===== src/rtl/minmax_window_tracker.sv =====
// ---------------------------------------------------------------------------
// minmax_window_tracker
//
// Streaming min/max tracker. Samples arrive on a valid/ready port. The block
// keeps a running minimum and maximum and the 0-based window index at which
// each one was seen. After WINDOW accepted samples it holds a result record
// and presents it on a valid/ready result port. While the result waits, new
// samples are stalled.
//
// Parameters
//   WIDTH   sample/result data width (>= 2)
//   WINDOW  samples per window (>= 2)
//   SIGNED  1: two's-complement compare, 0: unsigned compare
//
// Ports
//   clk           in   system clock, rising edge
//   rst           in   asynchronous, active-high reset
//   clear         in   synchronous window restart (drops any pending result)
//   in_valid      in   sample valid
//   in_data       in   sample value
//   in_ready      out  sample accepted when in_valid & in_ready
//   min_out       out  running/final minimum
//   max_out       out  running/final maximum
//   min_idx       out  window index of min_out
//   max_idx       out  window index of max_out
//   cnt           out  samples accepted in the current window
//   new_min       out  1-cycle pulse: minimum strictly improved
//   new_max       out  1-cycle pulse: maximum strictly improved
//   result_valid  out  window complete, outputs frozen
//   result_ready  in   consumer takes the result
// ---------------------------------------------------------------------------
module minmax_window_tracker #(
    parameter int WIDTH  = 32,
    parameter int WINDOW = 16,
    parameter bit SIGNED = 1'b0,
    localparam int IDX_W = $clog2(WINDOW),
    localparam int CNT_W = IDX_W + 1
) (
    input  logic             clk,
    input  logic             rst,
    input  logic             clear,
    input  logic             in_valid,
    input  logic [WIDTH-1:0] in_data,
    output logic             in_ready,
    output logic [WIDTH-1:0] min_out,
    output logic [WIDTH-1:0] max_out,
    output logic [IDX_W-1:0] min_idx,
    output logic [IDX_W-1:0] max_idx,
    output logic [CNT_W-1:0] cnt,
    output logic             new_min,
    output logic             new_max,
    output logic             result_valid,
    input  logic             result_ready
);

    typedef enum logic [1:0] {
        IDLE  = 2'd0,  // window empty, waiting for its first sample
        TRACK = 2'd1,  // at least one sample seen, window not yet full
        HOLD  = 2'd2   // window full, result waiting for the consumer
    } state_t;

    localparam logic [CNT_W-1:0] LAST_IDX = CNT_W'(WINDOW - 1);

    state_t     state;
    logic       accept;
    logic       lt_min;
    logic       gt_max;
    logic [IDX_W-1:0] cur_idx;

    // Ready depends on the registered state only, so there is no
    // combinational path from in_valid or result_ready to in_ready.
    assign in_ready = (state != HOLD);
    assign accept   = in_valid & in_ready;

    // While tracking, cnt is at most WINDOW-1 and therefore fits the index.
    assign cur_idx  = cnt[IDX_W-1:0];

    // NOTE: every signal written in an always_comb gets a default at the top
    // of the block, so no path can leave it unassigned and infer a latch.
    always_comb begin
        lt_min = 1'b0;
        gt_max = 1'b0;
        if (SIGNED) begin
            lt_min = $signed(in_data) < $signed(min_out);
            gt_max = $signed(in_data) > $signed(max_out);
        end else begin
            lt_min = in_data < min_out;
            gt_max = in_data > max_out;
        end
    end

    // NOTE: state is updated with non-blocking assignments so that every
    // register samples the pre-edge values, independent of statement order.
    always_ff @(posedge clk or posedge rst) begin
        if (rst) begin
            state        <= IDLE;
            min_out      <= '0;
            max_out      <= '0;
            min_idx      <= '0;
            max_idx      <= '0;
            cnt          <= '0;
            new_min      <= 1'b0;
            new_max      <= 1'b0;
            result_valid <= 1'b0;
        end else if (clear) begin
            // Same values as reset; a sample offered now is dropped and a
            // pending result is discarded.
            state        <= IDLE;
            min_out      <= '0;
            max_out      <= '0;
            min_idx      <= '0;
            max_idx      <= '0;
            cnt          <= '0;
            new_min      <= 1'b0;
            new_max      <= 1'b0;
            result_valid <= 1'b0;
        end else begin
            // Pulses last exactly one cycle unless re-armed below.
            new_min <= 1'b0;
            new_max <= 1'b0;

            case (state)
                IDLE: begin
                    if (accept) begin
                        // First sample seeds both extremes; it is not an
                        // improvement, so no pulse.
                        min_out <= in_data;
                        max_out <= in_data;
                        min_idx <= '0;
                        max_idx <= '0;
                        cnt     <= CNT_W'(1);
                        state   <= TRACK;
                    end
                end

                TRACK: begin
                    if (accept) begin
                        // Strict compares: ties keep the earliest index.
                        if (lt_min) begin
                            min_out <= in_data;
                            min_idx <= cur_idx;
                            new_min <= 1'b1;
                        end
                        if (gt_max) begin
                            max_out <= in_data;
                            max_idx <= cur_idx;
                            new_max <= 1'b1;
                        end
                        cnt <= cnt + CNT_W'(1);
                        if (cnt == LAST_IDX) begin
                            state        <= HOLD;
                            result_valid <= 1'b1;
                        end
                    end
                end

                HOLD: begin
                    // Extremes and indices stay visible after the handshake
                    // until the next window's first sample overwrites them.
                    if (result_ready) begin
                        state        <= IDLE;
                        cnt          <= '0;
                        result_valid <= 1'b0;
                    end
                end

                default: begin
                    state        <= IDLE;
                    result_valid <= 1'b0;
                end
            endcase
        end
    end

endmodule

===== config.mk =====
export PLATFORM = sky130hd
export DESIGN_NAME = minmax_window_tracker
export DESIGN_NICKNAME = d
export VERILOG_FILES = /design/src/rtl/minmax_window_tracker.sv
export SDC_FILE = /design/constraint.sdc
export NUM_CORES = 1
export LEC_CHECK = 0
export ABC_CLOCK_PERIOD_IN_PS = 2800
export CORE_MARGIN = 3
export CORE_UTILIZATION = 47
export DETAILED_ROUTE_END_ITERATION = 8
export PLACE_DENSITY = 0.81
export SLEW_MARGIN = 15
export SYNTH_ARGS = -nofsm -noshare
export SYNTH_HDL_FRONTEND = slang
export SYNTH_SLANG_ARGS = --single-unit

===== constraint.sdc =====
create_clock -name clk -period 2.8 [get_ports clk]
set_clock_uncertainty 0.15 [all_clocks]
set_input_delay 0.56 -clock clk [delete_from_list [all_inputs] [get_ports clk]]
set_output_delay 0.56 -clock clk [all_outputs]
set_load 0.05 [all_outputs]

==> metrics.cfg, run 1 <==
[finish]
drive_gt1_share_pct = 22.7
layout_commonest_cell = clkdlybuf4s50_1
area_delta_synth_final_pct = 46.8
fin_nets = 872
design_area_um2 = 7900
diodes = 0
mostFrequentLayoutCells = clkdlybuf4s50_1, buf_4, inv_1

[power_and_ir_drop]
p_seq_share_pct = 27.7
p_per_area_nw_per_um2 = 703
combPwrFrac_pct = 50.9
ir_drop_uv = 389
power.internal_mw = 3.26
p_clk_share_pct = 21.3
p_leak_nw = 3.44
power_switching_mw = 2.30
switching_share_pct = 41.4
total_power_mw = 5.56

[floorplan]
initial_utilization_pct = 48.8
rows = 38
die-area_um2 = 12800
core_um2 = 11000
die_w_um = 113
die_h_um = 113
pin_count = 118

[grt]
grt_max_degree = 83
antenna_found_initial = 0
grt-ovfl-total = 0
grt_pass1_vias = 5314
grt_util_all_layers_pct = 25.1
grt_first_pass_wirelength_mm = 26.1

[routing]
detail_route.wl_per_cell_um = 18.1
drt_pre_antenna_iters = 5
vias_per_cell = 5.68
routed-via-count = 5176
drt_iter0_drc = 265
drtAntennaViolNets = 0
wl_mm = 16.5
drcViolationCount = 0

[placement]
dpl_cell_area_um2 = 7130
dpl.hpwl_mm = 10.9
gp_congestion = 0.889
port-buffer-count = 117

[synth]
yosys_warnings = 0
ys_ff_latch = 82
synth_cell_type_count = 39
synth.top_cell.area_share_pct = 38.1
avgSynthCellArea_um2 = 9.15
yosysSeqAreaShare_pct = 38.1
yosysTopAreaCell = dfrtp_1
syn_nets = 694
synth.cell_area_um2 = 5380
synthTopCellsByArea = dfrtp_1, ha_1, mux2i_1, o21ai_0, o41ai_1
synthCells = 588

[critical_path]
crit_fanout = 8
ff2ff_setup_slack_ns = -0.13
crit_type = input pin to register
start_kind = input pin
worst_ep_required_time_ns = 2.84
cp-end-kind = register
crit-reg2reg-launch = max_out[1]$_DFFE_PP0P_
reg2reg_to = max_out[25]$_DFFE_PP0P_
critPathArrivalTime_ns = 2.97
worst-r2r-cell-count = 11

[cts]
cts_hold_buf = 0
clockBufferDepth = 2
cts_made_buffers = 9
clk_transition_reported_paths_ns = 0.06
clk_latency_ns = 0.34
cts_tree = done
cts.sinks = 82
cts_root_buf = clkbuf_16
htreeDepth = 3

[min_path]
hold_depth = 2
hold_class = register to register
hold-path-endpoint = max_idx[1]$_DFFE_PP0P_
timing.hold.worst.start = max_idx[1]$_DFFE_PP0P_

[status]
status = complete, but fails checks
violations = setup timing

[sta]
worst_pin_slew_ns = 0.589
slew_violations = 0
setup_viol = 27
rsz0062_at_grt = true
finalHoldViolations = 0
finalCriticalPeriod_ns = 2.93
fmax_mhz = 341
setup_slack_ns = -0.131
finalCritPeriodShare_pct = 105
slew_headroom_pct = 60.4

[flow_run]
maxCapViolations = 0

layout make-up:
cell class	count	area (um2)
Clock buffer	14	264
Clock inverter	2	35.0
Fill cell	790	3130
Inverter	71	270
Multi-Input combinational cell	406	3210
Sequential cell	82	2090
Tap cell	140	175
Timing Repair Buffer	196	1860
state kept, by name (all words and copies together), names as in the netlist:
register / count
cnt: 5
max_idx: 4
max_out: 32
min_idx: 4
min_out: 32
new_max: 1
new_min: 1
result_valid: 1
state: 2
cells in the mapped netlist:
| library cell | count |
|---|---|
| a31oi_1 | 1 |
| o31ai_1 | 1 |
| nand2b_1 | 5 |
| nand4_2 | 1 |
| nor3_1 | 4 |
| a211oi_1 | 6 |
| o41ai_1 | 32 |
| a221oi_1 | 2 |
| clkbuf_1 | 23 |
| nand4_1 | 12 |
| or4b_4 | 1 |
| dfrtp_1 | 82 |
| nand4b_1 | 1 |
| a211oi_4 | 1 |
| a22oi_1 | 1 |
| a21boi_0 | 1 |
| a41oi_1 | 1 |
| and2_2 | 1 |
| nand3_1 | 15 |
| ha_1 | 69 |
| a21o_1 | 1 |
| mux2i_1 | 32 |
| or3_1 | 1 |
| o21ai_1 | 2 |
| nand2_1 | 31 |
| a2111oi_0 | 1 |
| and2b_2 | 1 |
| buf_8 | 3 |
| nor2b_1 | 33 |
| o211ai_1 | 1 |
| or4_1 | 2 |
| inv_1 | 71 |
| and3_1 | 1 |
| a21oi_1 | 35 |
| and3_2 | 1 |
| nor4_1 | 2 |
| o21ai_0 | 59 |
| clkbuf_8 | 3 |
| nor2_1 | 48 |
cell families after synthesis:
family	after synthesis	share of synthesized area (%)
fa+ha+maj	69	16.0
simple gates	160	14.9
mux	32	5.95
flops	82	38.1
buf+inv	100	8.16
compound gates	145	16.8
metrics by stage:
step	TNS, ns	std cells	hold WS, ns	util, %	setup slack [ns]
final	-0.972	911	0.356	71.7	-0.131
after global routing	-3.96	911	0.400	71.7	-0.186
after CTS	-0.0408	905	0.363	70.5	-0.0354
after detailed placement	-42.10	878	0.350	64.7	-0.727
after global placement	-38.17	878	0.340	64.7	-0.604
after floorplan	-2.25	588	0.326	-	-0.0800
power by group through the flow:
stage | clock network [mW] | logic (mW) | registers [mW]
global placement | 0 | 2.40 | 1.54
finish | 1.19 | 2.83 | 1.54
detailed placement | 0 | 2.49 | 1.55
global route | 1.25 | 3.02 | 1.56
floorplan | 0 | 1.03 | 2.14
CTS | 1.20 | 2.73 | 1.53
critical path, stage by stage:
cell           delay, ns
dlygate4sd2_1       0.25
ha_1                0.29
nand4_1             0.19
or4_4               0.61
o21ai_2             0.14
a21oi_2             0.06
a211oi_4            0.20
buf_6               0.18
buf_12              0.15
mux2i_2             0.25
nor2_1              0.07
what timing repair did:
action,4_1_cts,5_1_grt
pin swaps,39,9
gates cloned,2,2
buffers inserted,9,5
endpoints found under the setup margin,72,68
resized for setup,85,21
hold endpoints to repair,0,0
metal layers:
metal / GRT usage, % / wire (um) / share of wire (%)
met5: 0 / 0 / 0
met2: 42.9 / 8240 / 50
met4: 11.4 / 516 / 3.1
met1: 31.2 / 6840 / 42
met3: 3.80 / 857 / 5.2
worst max-delay path by stage:
| stage | end | slack, ns | cells past startpoint | from |
|---|---|---|---|---|
| 2_1_floorplan | max_out[16]$_DFFE_PP0P_ | -0.08 | 10 | max_out[1]$_DFFE_PP0P_ |
| 3_5_place_dp | max_out[25]$_DFFE_PP0P_ | -0.73 | 10 | in_data[7] |
| 6_report | max_out[25]$_DFFE_PP0P_ | -0.13 | 11 | in_data[24] |
| 5_1_grt | max_out[25]$_DFFE_PP0P_ | -0.19 | 11 | max_out[2]$_DFFE_PP0P_ |
| 3_3_place_gp | max_out[22]$_DFFE_PP0P_ | -0.60 | 10 | in_data[1] |
| 4_1_cts | max_out[25]$_DFFE_PP0P_ | -0.04 | 10 | max_out[6]$_DFFE_PP0P_ |
Power figures use the tool's default switching activity.
==> run 2, diff against run 1 <==
--- a/config.mk
+++ b/config.mk
@@ -7,9 +7,10 @@
 export LEC_CHECK = 0
 export ABC_CLOCK_PERIOD_IN_PS = 2800
 export CORE_MARGIN = 3
-export CORE_UTILIZATION = 47
+export CORE_UTILIZATION = 48
+export CTS_BUF_LIST = sky130_fd_sc_hd__clkbuf_2 sky130_fd_sc_hd__clkbuf_4 sky130_fd_sc_hd__clkbuf_8
 export DETAILED_ROUTE_END_ITERATION = 8
-export PLACE_DENSITY = 0.81
+export PLACE_DENSITY = 0.82
 export SLEW_MARGIN = 15
 export SYNTH_ARGS = -nofsm -noshare
 export SYNTH_HDL_FRONTEND = slang
==> run 2 against run 1 <==
  * The run still ends with setup timing left
  * Die area decreased by 2.0%
  * Design area grew 0.66%
  * Sequential cell count did not move
  * Critical path depth stayed put
  * Sequential power barely moved
  * Global-route usage grew 0.42 points
==> metrics.cfg, run 2 (synthesis results as in run 1) <==
[finish]
area_delta_synth_final_pct = 47.8  ; was 46.8%
diodes = 0  ; unchanged
mostFrequentLayoutCells = clkdlybuf4s50_1, inv_1, buf_4  ; was clkdlybuf4s50_1, buf_4, inv_1
top_regs = max_out: 32 flops, min_out: 32 flops, cnt: 5 flops  ; unchanged
utilization_pct = 73.1  ; was 71.7%
layout_commonest_cell = clkdlybuf4s50_1  ; unchanged
drive_gt1_share_pct = 23.6  ; was 22.7%
fin_nets = 875  ; was 872

[sta]
worst_pin_slew_ns = 0.571  ; was 0.589 ns
slew_violations = 0  ; unchanged
finalCritPeriodShare_pct = 104  ; was 105%
fmax_mhz = 344  ; was 341 MHz
setup_viol = 32  ; was 27
rsz0062_at_grt = true  ; unchanged
setup_slack_ns = -0.104  ; was -0.131 ns
finalCriticalPeriod_ns = 2.90  ; was 2.93 ns
finalHoldViolations = 0  ; unchanged
slew_headroom_pct = 61.7  ; was 60.4%

[power_and_ir_drop]
p_leak_nw = 3.51  ; was 3.44 nW
ir_drop_uv = 343  ; was 389 uV
p_per_area_nw_per_um2 = 674  ; was 703 nW/um2

[cts]
htreeDepth = 3  ; unchanged
cts_hold_buf = 0  ; unchanged
clockBufferDepth = 2  ; unchanged
clk_transition_reported_paths_ns = 0.09  ; was 0.06 ns
cts_tree = done  ; unchanged
clk_latency_ns = 0.37  ; was 0.34 ns
cts.sinks = 82  ; unchanged
cts_made_buffers = 9  ; unchanged
cts_root_buf = clkbuf_8  ; was clkbuf_16

[critical_path]
path_cells = inv_2, ha_4, nor2b_4, o211ai_1, a2111oi_2, or4b_4, a211oi_4, buf_6, buf_12, mux2i_2, nor2_1  ; was dlygate4sd2_1, ha_1, nand4_1, or4_4, o21ai_2, a21oi_2, a211oi_4, buf_6, buf_12, mux2i_2, nor2_1
start_kind = register  ; was input pin
critPathArrivalTime_ns = 2.99  ; was 2.97 ns
slowest_delay_ns = 0.53  ; was 0.61 ns
cp-end-kind = register  ; unchanged
slowest_stage = or4b_4  ; was or4_4
crit_type = register to register  ; was input pin to register
worst_ep_required_time_ns = 2.89  ; was 2.84 ns
crit_fanout = 7  ; was 8

[routing]
drtAntennaViolNets = 0  ; unchanged
detail_route.wl_per_cell_um = 18.0  ; was 18.1 um
routed-via-count = 5244  ; was 5,176
drt_iter0_drc = 268  ; was 265
wl_mm = 16.4  ; was 16.5 mm
vias_per_cell = 5.74  ; was 5.68
drcViolationCount = 0  ; unchanged
drt_pre_antenna_iters = 5  ; unchanged

[grt]
grt_pass1_vias = 5373  ; was 5,314
grt_max_degree = 51  ; was 83
grt-ovfl-total = 0  ; unchanged
grt_first_pass_wirelength_mm = 26.2  ; was 26.1 mm
antenna_found_initial = 0  ; unchanged
grt_util_all_layers_pct = 25.5  ; was 25.1%

[floorplan]
die_w_um = 112  ; was 113 um
initial_utilization_pct = 49.4  ; was 48.8%
die_h_um = 112  ; was 113 um
pin_count = 118  ; unchanged
rows = 38  ; unchanged
core_um2 = 10900  ; was 11,000 um2
die-area_um2 = 12500  ; was 12,800 um2

[placement]
port-buffer-count = 117  ; unchanged
place_ws_ns = -0.722  ; was -0.727 ns
gp_congestion = 0.855  ; was 0.889
dpl.hpwl_mm = 11.1  ; was 10.9 mm

[min_path]
hold_class = input pin to register  ; was register to register

[status]
status = complete, but fails checks  ; unchanged
violations = setup timing  ; unchanged

[flow_run]
maxCapViolations = 0  ; unchanged

==> run 2: critical path: cells and delay by family (launching register included) <==
kind / cells / cell delay, ns
simple gates: 3 / 0.72
compound gates: 3 / 0.66
flops: 1 / 0.42
buf+inv: 3 / 0.38
mux: 1 / 0.23
fa+ha+maj: 1 / 0.20
==> run 2: area by class of cell <==
class | count | area, um2
Sequential cell | 82 | 2090
Multi-Input combinational cell | 406 | 3280
Clock buffer | 9 | 124
Clock inverter | 7 | 78.8
Fill cell | 751 | 2930
Tap cell | 140 | 175
Timing Repair Buffer | 199 | 1950
Inverter | 71 | 270
==> run 2: where the power goes <==
group	internal, mW	total (mW)	switching, mW
registers	1.38	1.54	0.161
clock network	0.418	0.903	0.485
logic	1.21	2.93	1.72
total	3.00	5.37	2.37
==> run 2: what timing repair did <==
item                                    CTS  global route
setup buffers                            10             0
gates resized for setup                  85            16
endpoints found under the setup margin   72            69
cloned                                    4             2
pin swaps                                39             3
==> run 2: through the flow <==
| step | cells | hold WS [ns] | instance area, um2 | power [mW] | setup TNS, ns |
|---|---|---|---|---|---|
| after floorplan | 588 | 0.326 | 5420 | 3.17 | -2.25 |
| after global placement | 882 | 0.338 | 7180 | 3.94 | -37.85 |
| after detailed placement | 882 | 0.358 | 7180 | 4.05 | -44.54 |
| after CTS | 912 | 0.260 | 7860 | 5.25 | 0 |
| after global routing | 914 | 0.288 | 7960 | 5.63 | -5.04 |
| final | 914 | 0.273 | 7960 | 5.37 | -2.00 |
==> run 2: worst paths after layout <==
check	to	slack (ns)	depth (start not counted)	startpoint
min	result_valid$_DFFE_PP0P_	0.27	2	clear
min in group asynchronous	max_out[23]$_DFFE_PP0P_	0.47	3	rst
max	max_out[27]$_DFFE_PP0P_	-0.10	11	max_out[1]$_DFFE_PP0P_
min reg2reg	max_idx[2]$_DFFE_PP0P_	0.37	2	max_idx[2]$_DFFE_PP0P_
max in group asynchronous	max_out[8]$_DFFE_PP0P_	1.75	3	rst
max reg2reg	max_out[27]$_DFFE_PP0P_	-0.10	11	max_out[1]$_DFFE_PP0P_
==> run 2: metal layers <==
layer,vias to the layer above,track usage [%],share of wire (%)
met5,-,0,0
met4,0,11.4,3.1
met3,42,4.08,5.0
met2,194,43.4,50
met1,2571,31.9,42
li1,2437,-,-
==> run 3, diff against run 2 <==
--- a/config.mk
+++ b/config.mk
@@ -7,10 +7,11 @@
 export LEC_CHECK = 0
 export ABC_CLOCK_PERIOD_IN_PS = 2800
 export CORE_MARGIN = 3
-export CORE_UTILIZATION = 48
+export CORE_UTILIZATION = 30
 export CTS_BUF_LIST = sky130_fd_sc_hd__clkbuf_2 sky130_fd_sc_hd__clkbuf_4 sky130_fd_sc_hd__clkbuf_8
 export DETAILED_ROUTE_END_ITERATION = 8
-export PLACE_DENSITY = 0.82
+export MAX_ROUTING_LAYER = met4
+export PLACE_DENSITY = 0.57
 export SLEW_MARGIN = 15
 export SYNTH_ARGS = -nofsm -noshare
 export SYNTH_HDL_FRONTEND = slang
==> run 3 against run 2 <==
  * The flow still finishes with violations (setup timing)
  * Combinational power rose by 1%
  * Power up 2.3%
  * Sequential share of layout area shrank 1.1 points
  * Clock power rose by 11%
  * Sequential power is essentially flat
  * Largest power group unchanged
==> metrics.cfg, run 3 (synthesis results as in run 1) <==
[sta]
finalCritPeriodShare_pct = 101  ; was 104%
slew_headroom_pct = 63.2  ; was 61.7%
fin_tns_setup_ns = -0.0811  ; was -2.00 ns
setup_slack_ns = -0.0315  ; was -0.104 ns
slew_violations = 0  ; unchanged
rsz0062_at_grt = true  ; unchanged
worst_pin_slew_ns = 0.549  ; was 0.571 ns
setup_viol = 5  ; was 32
fmax_mhz = 353  ; was 344 MHz
finalHoldViolations = 0  ; unchanged
finalCriticalPeriod_ns = 2.83  ; was 2.90 ns

[routing]
vias_per_cell = 5.02  ; was 5.74
drcViolationCount = 0  ; unchanged
drt_pre_antenna_iters = 4  ; was 5
drt_iter0_drc = 279  ; was 268
detail_route.wl_per_cell_um = 16.2  ; was 18.0 um
routed-via-count = 5169  ; was 5,244
wl_mm = 16.7  ; was 16.4 mm
drtAntennaViolNets = 0  ; unchanged

[cts]
cts_root_buf = clkbuf_8  ; unchanged
htreeDepth = 3  ; unchanged
cts_made_buffers = 9  ; unchanged
cts_hold_buf = 0  ; unchanged
cts_tree = done  ; unchanged
clk_latency_ns = 0.38  ; was 0.37 ns
clockBufferDepth = 2  ; unchanged
clk_transition_reported_paths_ns = 0.10  ; was 0.09 ns
cts.sinks = 82  ; unchanged

[floorplan]
initial_utilization_pct = 30.9  ; was 49.4%
core_um2 = 17400  ; was 10,900 um2
die_w_um = 140  ; was 112 um
pin_count = 118  ; unchanged
rows = 48  ; was 38
die_h_um = 140  ; was 112 um
die-area_um2 = 19600  ; was 12,500 um2

[finish]
diodes = 0  ; unchanged
layout_commonest_cell = buf_4  ; was clkdlybuf4s50_1
mostFrequentLayoutCells = buf_4, clkdlybuf4s50_1, inv_1  ; was clkdlybuf4s50_1, inv_1, buf_4
fin_nets = 905  ; was 875
area_delta_synth_final_pct = 54.1  ; was 47.8%
top_regs = max_out: 32 flops, min_out: 32 flops, cnt: 5 flops  ; unchanged
drive_gt1_share_pct = 26.5  ; was 23.6%

[power_and_ir_drop]
combPwrFrac_pct = 54.1  ; was 54.5%
total_power_mw = 5.49  ; was 5.37 mW
switching_share_pct = 42.7  ; was 44.1%
power_switching_mw = 2.34  ; was 2.37 mW
p_clk_share_pct = 18.2  ; was 16.8%
ir_drop_uv = 329  ; was 343 uV
p_seq_share_pct = 27.6  ; was 28.7%
p_leak_nw = 3.62  ; was 3.51 nW
p_per_area_nw_per_um2 = 662  ; was 674 nW/um2
power.internal_mw = 3.15  ; was 3.00 mW

[critical_path]
start_kind = input pin  ; was register
reg2reg_to = max_out[21]$_DFFE_PP0P_  ; was max_out[27]$_DFFE_PP0P_
crit-reg2reg-launch = max_out[6]$_DFFE_PP0P_  ; was max_out[1]$_DFFE_PP0P_
worst_ep_required_time_ns = 2.89  ; about the same
crit_type = input pin to register  ; was register to register
crit_fanout = 8  ; was 7
critPathArrivalTime_ns = 2.93  ; was 2.99 ns
ff2ff_setup_slack_ns = -0.03  ; was -0.10 ns
worst-r2r-cell-count = 10  ; was 11
cp-end-kind = register  ; unchanged

[grt]
grt_first_pass_wirelength_mm = 26.7  ; was 26.2 mm
grt_util_all_layers_pct = 17.3  ; was 25.5%
grt-ovfl-total = 0  ; unchanged
grt_max_degree = 83  ; was 51
antenna_found_initial = 0  ; unchanged
grt_pass1_vias = 5219  ; was 5,373

[flow_run]
maxCapViolations = 0  ; unchanged

[min_path]
hold_depth = 2  ; unchanged
hold_class = register to register  ; was input pin to register
timing.hold.worst.start = max_idx[0]$_DFFE_PP0P_  ; was clear
hold-path-endpoint = max_idx[0]$_DFFE_PP0P_  ; was result_valid$_DFFE_PP0P_

[placement]
port-buffer-count = 117  ; unchanged
dpl.hpwl_mm = 11.9  ; was 11.1 mm
gp_congestion = 0.826  ; was 0.855

[status]
violations = setup timing  ; unchanged
status = complete, but fails checks  ; unchanged

[run 3: final cells by class]
class                   instances  area [um2]
repair buffers                229        2160
inverters                      71         270
clock inverters                 6        91.3
multi-input cells             406        3280
clock buffers                  10         131
fillers                      1601        9120
well taps                     225         282
flip-flops and latches         82        2090
[run 3: critical path, cell delays in order]
cell and delay [ns]:
clkdlybuf4s15_1 0.26, ha_4 0.31, nand4_1 0.12, or4_4 0.59, and3_4 0.21, a211oi_4 0.25
buf_6 0.17, buf_12 0.15, mux2i_4 0.23, nor2_1 0.05
[run 3: worst max-delay path by stage]
stage,from,to,slack (ns),depth (start not counted)
after CTS,max_out[1]$_DFFE_PP0P_,max_out[19]$_DFFE_PP0P_,-0.07,11
after floorplan,max_out[1]$_DFFE_PP0P_,max_out[16]$_DFFE_PP0P_,-0.08,10
after global placement,in_data[1],max_out[25]$_DFFE_PP0P_,-0.71,10
final,in_data[10],max_out[21]$_DFFE_PP0P_,-0.03,10
after detailed placement,in_data[1],max_out[2]$_DFFE_PP0P_,-0.76,10
after global routing,in_data[10],max_out[21]$_DFFE_PP0P_,-0.15,11
[run 3: repair_timing]
item	CTS	global route
cloned	3	1
pin swaps	30	21
buffers inserted	6	13
hold endpoints to repair	0	0
resized for setup	67	34
setup endpoints to repair	73	72
[run 3: stage by stage]
| step | hold WS, ns | cells | cell area (um2) | utilization, % | worst slack (ns) |
|---|---|---|---|---|---|
| finish | 0.368 | 1029 | 8300 | 47.6 | -0.0315 |
| global route | 0.385 | 1029 | 8300 | 47.6 | -0.153 |
| CTS | 0.337 | 1015 | 8010 | 46.0 | -0.0695 |
| detailed placement | 0.350 | 990 | 7450 | 42.8 | -0.762 |
| global placement | 0.343 | 990 | 7450 | 42.8 | -0.707 |
| floorplan | 0.326 | 588 | 5420 | - | -0.0800 |
[run 3: power by group through the flow]
stage | combinational (mW) | sequential (mW) | clock [mW]
after global routing | 3.21 | 1.54 | 1.07
after floorplan | 1.03 | 2.14 | 0
final | 2.97 | 1.52 | 1.00
after CTS | 2.85 | 1.52 | 1.03
after detailed placement | 2.62 | 1.54 | 0
after global placement | 2.56 | 1.54 | 0
[run 3: metal layers]
metal  GRT usage [%]  part of all wire [%]  vias up
met5               -                     0        -
met4            6.53                   2.0        0
met3            2.56                   4.5       23
met2            28.1                    48      133
met1            21.9                    46     2512
li1                -                     -     2501
